===== src/rtl/dac_pkg.sv =====
// Shared definitions for the DAC sample arbiter.
//   SAMPLE_W          : width of one audio sample
//   frame_t           : one stereo frame {left, right}
//   SAT_POS / SAT_NEG : clip limits of the mixer
//   sat_add()         : 16-bit two's complement add, clipped to the limits
package dac_pkg;

  localparam int SAMPLE_W = 16;

  typedef struct packed {
    logic [SAMPLE_W-1:0] left;
    logic [SAMPLE_W-1:0] right;
  } frame_t;

  localparam logic [SAMPLE_W-1:0] SAT_POS = 16'h7FFF;
  localparam logic [SAMPLE_W-1:0] SAT_NEG = 16'h8000;

  // The sum is formed one bit wider, so it is exact. If the two top bits
  // differ, the result does not fit in 16 bits. Bit 16 then gives the
  // direction of the overflow.
  function automatic logic [SAMPLE_W-1:0] sat_add(input logic [SAMPLE_W-1:0] x,
                                                  input logic [SAMPLE_W-1:0] y);
    logic [SAMPLE_W:0] sum;
    sum = {x[SAMPLE_W-1], x} + {y[SAMPLE_W-1], y};
    if (sum[SAMPLE_W] != sum[SAMPLE_W-1]) begin
      return sum[SAMPLE_W] ? SAT_NEG : SAT_POS;
    end
    return sum[SAMPLE_W-1:0];
  endfunction

endpackage


===== src/rtl/stereo_sample_fifo.sv =====
// Small stereo-frame FIFO with a valid/ready push side and an unconditional pop.
//   clk_i, rst_i       : clock, asynchronous active-high reset
//   push_valid_i       : frame offered
//   push_ready_o       : FIFO not full (depends on occupancy only)
//   push_data_i        : frame to store
//   pop_i              : remove the head if not empty (ignored when empty)
//   empty_o            : no frames stored
//   head_o             : oldest stored frame (valid when !empty_o)
//   level_o            : occupancy, 0 .. 2**DEPTH_LOG2
module stereo_sample_fifo
  import dac_pkg::*;
#(
  parameter int DEPTH_LOG2 = 2
) (
  input  logic                clk_i,
  input  logic                rst_i,
  input  logic                push_valid_i,
  output logic                push_ready_o,
  input  frame_t              push_data_i,
  input  logic                pop_i,
  output logic                empty_o,
  output frame_t              head_o,
  output logic [DEPTH_LOG2:0] level_o
);

  localparam int DEPTH = 1 << DEPTH_LOG2;
  localparam logic [DEPTH_LOG2:0]   LEVEL_FULL = (DEPTH_LOG2 + 1)'(DEPTH);
  localparam logic [DEPTH_LOG2:0]   LEVEL_ONE  = (DEPTH_LOG2 + 1)'(1);
  localparam logic [DEPTH_LOG2-1:0] PTR_ONE    = DEPTH_LOG2'(1);

  frame_t                mem_q [DEPTH];
  logic [DEPTH_LOG2-1:0] wr_ptr_q, wr_ptr_d;
  logic [DEPTH_LOG2-1:0] rd_ptr_q, rd_ptr_d;
  logic [DEPTH_LOG2:0]   level_q, level_d;
  logic                  push_acc;
  logic                  pop_acc;

  // Ready is based on the occupancy before the edge. A pop on the same
  // edge therefore never makes room for a push into a full FIFO.
  assign push_ready_o = (level_q != LEVEL_FULL);
  assign empty_o      = (level_q == '0);
  assign push_acc     = push_valid_i && push_ready_o;
  assign pop_acc      = pop_i && !empty_o;
  assign head_o       = mem_q[rd_ptr_q];
  assign level_o      = level_q;

  always_comb begin
    wr_ptr_d = wr_ptr_q;
    rd_ptr_d = rd_ptr_q;
    level_d  = level_q;
    if (push_acc) wr_ptr_d = wr_ptr_q + PTR_ONE;
    if (pop_acc)  rd_ptr_d = rd_ptr_q + PTR_ONE;
    case ({push_acc, pop_acc})
      2'b10:   level_d = level_q + LEVEL_ONE;
      2'b01:   level_d = level_q - LEVEL_ONE;
      default: level_d = level_q;
    endcase
  end

  always_ff @(posedge clk_i or posedge rst_i) begin
    if (rst_i) begin
      wr_ptr_q <= '0;
      rd_ptr_q <= '0;
      level_q  <= '0;
    end else begin
      wr_ptr_q <= wr_ptr_d;
      rd_ptr_q <= rd_ptr_d;
      level_q  <= level_d;
    end
  end

  // The storage has no reset. While the level is 0, its contents are never observed.
  always_ff @(posedge clk_i) begin
    if (push_acc) mem_q[wr_ptr_q] <= push_data_i;
  end

endmodule


===== src/rtl/dac_sample_arbiter.sv =====
// Mixes two stereo sample sources (A = synth, B = PCM/aux) onto the DAC.
//   rst, clk                   : asynchronous active-high reset, clock
//   a_* / b_*                  : per-source valid/ready push of {left,right}
//   a_enable, b_enable         : include the source in the mix
//   next_sample                : 1-cycle pulse, pops one frame per source
//   left_data, right_data      : registered saturated mix, loaded on next_sample
//   a_level, b_level           : FIFO occupancy
//   underrun                   : 1-cycle pulse per source (bit0 A, bit1 B)
module dac_sample_arbiter
  import dac_pkg::*;
#(
  parameter int DEPTH_LOG2    = 2,
  parameter bit UNDERRUN_HOLD = 1'b1
) (
  input  logic                rst,
  input  logic                clk,
  input  logic                a_valid,
  output logic                a_ready,
  input  logic [15:0]         a_left,
  input  logic [15:0]         a_right,
  input  logic                b_valid,
  output logic                b_ready,
  input  logic [15:0]         b_left,
  input  logic [15:0]         b_right,
  input  logic                a_enable,
  input  logic                b_enable,
  input  logic                next_sample,
  output logic [15:0]         left_data,
  output logic [15:0]         right_data,
  output logic [DEPTH_LOG2:0] a_level,
  output logic [DEPTH_LOG2:0] b_level,
  output logic [1:0]          underrun
);

  localparam int NSRC = 2;

  logic [NSRC-1:0]     src_valid;
  logic [NSRC-1:0]     src_ready;
  logic [NSRC-1:0]     src_enable;
  logic [NSRC-1:0]     src_underrun;
  frame_t              src_frame   [NSRC];
  frame_t              src_contrib [NSRC];
  logic [DEPTH_LOG2:0] src_level   [NSRC];

  logic [SAMPLE_W-1:0] left_q, left_d;
  logic [SAMPLE_W-1:0] right_q, right_d;

  assign src_valid    = {b_valid, a_valid};
  assign src_enable   = {b_enable, a_enable};
  assign src_frame[0] = '{left: a_left, right: a_right};
  assign src_frame[1] = '{left: b_left, right: b_right};

  for (genvar gi = 0; gi < NSRC; gi++) begin : g_src
    logic   fifo_empty;
    frame_t fifo_head;
    frame_t held_q, held_d;
    frame_t contrib;
    logic   underrun_q, underrun_d;

    stereo_sample_fifo #(
      .DEPTH_LOG2(DEPTH_LOG2)
    ) u_fifo (
      .clk_i       (clk),
      .rst_i       (rst),
      .push_valid_i(src_valid[gi]),
      .push_ready_o(src_ready[gi]),
      .push_data_i (src_frame[gi]),
      .pop_i       (next_sample),
      .empty_o     (fifo_empty),
      .head_o      (fifo_head),
      .level_o     (src_level[gi])
    );

    // A disabled source still drains its FIFO, so its producer keeps running.
    // The source only drops out of the mix and out of the underrun report.
    always_comb begin
      held_d     = held_q;
      underrun_d = 1'b0;
      contrib    = '0;
      if (next_sample) begin
        if (!fifo_empty) begin
          held_d = fifo_head;
          if (src_enable[gi]) contrib = fifo_head;
        end else begin
          underrun_d = src_enable[gi];
          if (src_enable[gi] && UNDERRUN_HOLD) contrib = held_q;
        end
      end
    end

    always_ff @(posedge clk or posedge rst) begin
      if (rst) begin
        held_q     <= '0;
        underrun_q <= 1'b0;
      end else begin
        held_q     <= held_d;
        underrun_q <= underrun_d;
      end
    end

    assign src_contrib[gi]  = contrib;
    assign src_underrun[gi] = underrun_q;
  end

  always_comb begin
    left_d  = sat_add(src_contrib[0].left,  src_contrib[1].left);
    right_d = sat_add(src_contrib[0].right, src_contrib[1].right);
  end

  // The DAC interface captures the old value on the same pulse edge.
  // This gives exactly one sample period of latency.
  always_ff @(posedge clk or posedge rst) begin
    if (rst) begin
      left_q  <= '0;
      right_q <= '0;
    end else if (next_sample) begin
      left_q  <= left_d;
      right_q <= right_d;
    end
  end

  assign a_ready    = src_ready[0];
  assign b_ready    = src_ready[1];
  assign a_level    = src_level[0];
  assign b_level    = src_level[1];
  assign underrun   = src_underrun;
  assign left_data  = left_q;
  assign right_data = right_q;

endmodule


===== config.mk =====
export PLATFORM = sky130hd
export DESIGN_NAME = dac_sample_arbiter
export DESIGN_NICKNAME = d
export VERILOG_FILES = /design/src/rtl/dac_pkg.sv /design/src/rtl/stereo_sample_fifo.sv /design/src/rtl/dac_sample_arbiter.sv
export SDC_FILE = /design/constraint.sdc
export NUM_CORES = 1
export LEC_CHECK = 0
export BUFFER_PORTS_ARGS = -buffer_cell sky130_fd_sc_hd__buf_4
export CAP_MARGIN = 15
export CORE_MARGIN = 2
export CORE_UTILIZATION = 65
export CTS_CLUSTER_SIZE = 10
export DETAILED_ROUTE_END_ITERATION = 7
export PLACE_DENSITY = 0.87
export SETUP_SLACK_MARGIN = 0.05
export SYNTH_ARGS = -nofsm -noshare
export SYNTH_HDL_FRONTEND = slang
export SYNTH_SLANG_ARGS = --single-unit

===== constraint.sdc =====
create_clock -name clk -period 9.08 [get_ports clk]
set_input_delay 1.362 -clock clk [delete_from_list [all_inputs] [get_ports clk]]
set_output_delay 1.362 -clock clk [all_outputs]
set_load 0.01 [all_outputs]

==> impl_metrics.json <==
{
  "start_util": 0.667,
  "clkTransAtPathRegs_ns": 0.05,
  "hpwl_mm": 23.4,
  "totalWireLength_mm": 38.1,
  "cts_resized": 0,
  "power_leakage_nw": 7.41,
  "antenna-diode-count": 0,
  "dp_cells": 1533,
  "slew_headroom": 0.359,
  "drcViolationCount": 0,
  "cp.required_ns": 9.51,
  "drtAntennaViolNets": 0,
  "num_vias": 10300,
  "clock_latency_ns": 0.54,
  "critPathTopFamily": "compound AO/OA/AOI/OAI gates",
  "synth_area_um2": 16300,
  "portBuffers": 112,
  "tightest_slew_ns": 0.962,
  "cts_tree": "built",
  "synthArstFlopShare": 0.304,
  "r2r_cells": 16,
  "fin_ws_ns": 4.16,
  "timing.final.crit_period_ns": 4.92,
  "ys_seq_area_frac": 0.643,
  "cts_sinks": 368,
  "cts-root-buf": "clkbuf_16",
  "cts_made_buffers": 43,
  "die_w_um": 162,
  "first_global_vias": 10300,
  "synth_cells": 1137,
  "pwr_density_cell_nw_per_um2": 338,
  "critPathKind": "primary input to register",
  "slew_viol_final": 0,
  "core_um2": 24500,
  "p_switching_mw": 2.17,
  "drive_above_1_share": 0.237,
  "crit_end": "left_data[6]",
  "endpoint_kind": "register",
  "gp_congestion": 0.866,
  "grt_antenna_before_repair": 0,
  "worst_hold_slack_ns": 0.477,
  "crit_cells": 16,
  "pwr-share-comb": 0.361,
  "power.share.sequential": 0.396,
  "critPathMaxStageDelay_ns": 0.45,
  "crit_path_top_delay_cell": "or4_4",
  "first_iter_violations": 1045,
  "rrSetupSlack_ns": 4.53,
  "ys_top_cells_by_count": "256 x edfxtp_1, 181 x nand2_1, 112 x dfrtp_1",
  "area_growth_pct": 15.0,
  "yosys-top-cells-area": "edfxtp_1 47%, dfrtp_1 17%, mux4_2 8.8%, nand2_1 4.2%, ha_1 3.2%",
  "grt_start_max_net_pins": 74,
  "grt-ovfl-total": 0,
  "crit_chain": "buf_4, nand2b_1, buf_4, clkinv_1, and2_1, clkbuf_16, a22oi_1, inv_1, ha_1, a21oi_1, o22ai_1, or4_4, a31o_4, xor2_4, o21ai_1, o22ai_1",
  "final_cells": 1613,
  "max-cap-violations": 0,
  "pre_cts_slack_ns": 2.71,
  "start_kind": "primary input",
  "synth.most_common_cell": "edfxtp_1",
  "grt.total_usage": 0.295,
  "htreeDepth": 2,
  "min_period_over_period": 0.541,
  "rr_endpoint": "left_data[6]",
  "finalHoldViolations": 0,
  "yosysTopAreaCell": "edfxtp_1",
  "die_y_um": 162,
  "peakVddDrop_mv": 0.352,
  "max_freq_mhz": 203,
  "crit-reg2reg-launch": "g_src[0].u_fifo.level_o[1]",
  "hp-class": "register to register",
  "setup_viol": 0,
  "yosys_warnings": 0,
  "avgSynthCellArea_um2": 14.3,
  "cp_num_buf_inv": 5,
  "status": "completed",
  "synth_nets": 1254,
  "via_per_inst": 6.36,
  "finClkSkew_ns": 0.0248,
  "startpoint": "next_sample",
  "final_nets": 1373,
  "io_pins": 113,
  "clkPwrFrac": 0.243,
  "tns_ns": 0,
  "drtPass1Iterations": 7,
  "post-cts-setup-buffer-count": 0,
  "grt_pass1_wl_mm": 58.8,
  "dieArea_um2": 26400,
  "clock_path_buffers": 3,
  "arrival_ns": 5.35,
  "cts_hold_buf": 0,
  "synth.distinct_cells": 63,
  "wire_per_inst_um": 23.6,
  "synthFlopType": "edfxtp_1",
  "critPathMaxFanout": 56,
  "ys_ff_latch": 368,
  "netlist.area_leader.share": 0.471,
  "switching_share": 0.342,
  "p_int_mw": 4.17,
  "synth-edff-count": 256,
  "rows": 57,
  "rsz0062_at_grt": "false"
}
-- area by class of cell --
class,instances,area [um2]
Inverter,46,175
Clock buffer,75,1220
Fill cell,1333,5700
Multi-Input combinational cell,663,5400
Sequential cell,368,10500
Tap cell,324,405
Clock inverter,3,42.5
Timing Repair Buffer,134,1030
-- worst min-delay path by stage --
stage                                   start  slack, ns                   to  cells after the start
after floorplan            g_src[0].held_q[0]       0.45   g_src[0].held_q[0]                      2
after global placement    g_src[0].held_q[29]       0.46  g_src[0].held_q[29]                      2
after detailed placement   g_src[0].held_q[8]       0.46   g_src[0].held_q[8]                      2
after CTS                 g_src[0].held_q[17]       0.48  g_src[0].held_q[17]                      2
after global routing      g_src[0].held_q[21]       0.50  g_src[0].held_q[21]                      2
final                     g_src[0].held_q[17]       0.48  g_src[0].held_q[17]                      2
-- worst register-to-register path: stages (launching register included) --
cell and delay [ns]:
dfrtp_1 0.41, nor3_1 0.33, nand2b_1 0.15, buf_4 0.34, clkinv_1 0.15, and2_1 0.25, clkbuf_16 0.22, a22oi_1 0.25
inv_1 0.08, ha_1 0.30, a21oi_1 0.19, o22ai_1 0.14, or4_4 0.45, a31o_4 0.27, xor2_4 0.42, o21ai_1 0.27
o22ai_1 0.21
-- power by group through the flow --
stage,sequential [mW],combinational [mW],clock (mW)
floorplan,2.49,1.54,0
global placement,2.48,2.13,0
detailed placement,2.52,2.21,0
CTS,2.51,2.27,1.56
global route,2.55,2.47,1.63
finish,2.51,2.29,1.54
-- placed cells by master (no fill, tap or decap), types with 3 or more instances in the layout --
master / Yosys / routed
o22ai_1: 19 / 19
and2_1: 6 / 6
maj3_2: 5 / 5
nand2_1: 181 / 181
fa_1: 4 / 4
nor2b_1: 3 / 3
edfxtp_1: 256 / 256
clkbuf_1: 45 / 31
nor2_1: 33 / 33
a21oi_1: 70 / 70
o21ai_1: 4 / 4
o211ai_1: 3 / 3
and3_1: 13 / 13
nor3_1: 5 / 4
a21o_1: 11 / 11
xnor2_1: 25 / 25
a211oi_1: 7 / 7
inv_1: 45 / 44
nand2b_1: 10 / 10
ha_1: 42 / 42
dfrtp_1: 112 / 110
buf_4: 3 / 132
o21ai_0: 25 / 25
mux4_2: 64 / 64
nand3_1: 9 / 9
a311oi_1: 5 / 5
clkbuf_16: 0 / 45
a22o_1: 31 / 31
xor2_1: 7 / 7
o21a_1: 6 / 6
mux2_4: 5 / 5
mux2_2: 36 / 36
-- metrics by stage --
step	power (mW)	area [um2]	util
global placement	4.61	17500	0.714
detailed placement	4.73	17500	0.714
finish	6.34	18800	0.767
floorplan	4.03	16300	-
global route	6.64	18800	0.767
CTS	6.33	18700	0.766
-- routing by layer --
layer  share of wire  vias up  global-route usage
li1                -     4470                   -
met1            0.38     5105               0.394
met2            0.50      583               0.493
met3           0.076      101              0.0497
met4           0.038        0               0.114
met5               0        -                   0
-- flip-flops by register name (all words and copies together), names as in the netlist --
name,cells
g_src.underrun_q,2
g_src.u_fifo.level_o,6
g_src.u_fifo.rd_ptr_q,4
left_data,16
right_data,16
g_src.u_fifo.wr_ptr_q,4
g_src.u_fifo.mem_q,256
g_src.held_q,64
-- logic make-up (layout without fill, tap and decap cells) --
kind of cell | count (synthesis) | count (layout) | synth area share
AO/OA/AOI/OAI | 201 | 201 | 0.0806
multiplexers | 107 | 107 | 0.119
XOR/XNOR | 33 | 33 | 0.0189
flip-flops | 368 | 368 | 0.643
AND/OR/NAND/NOR | 269 | 269 | 0.0706
adder cells (fa/ha/maj) | 53 | 53 | 0.0418
buffers and inverters | 106 | 258 | 0.0261
Power figures use the tool's default switching activity.
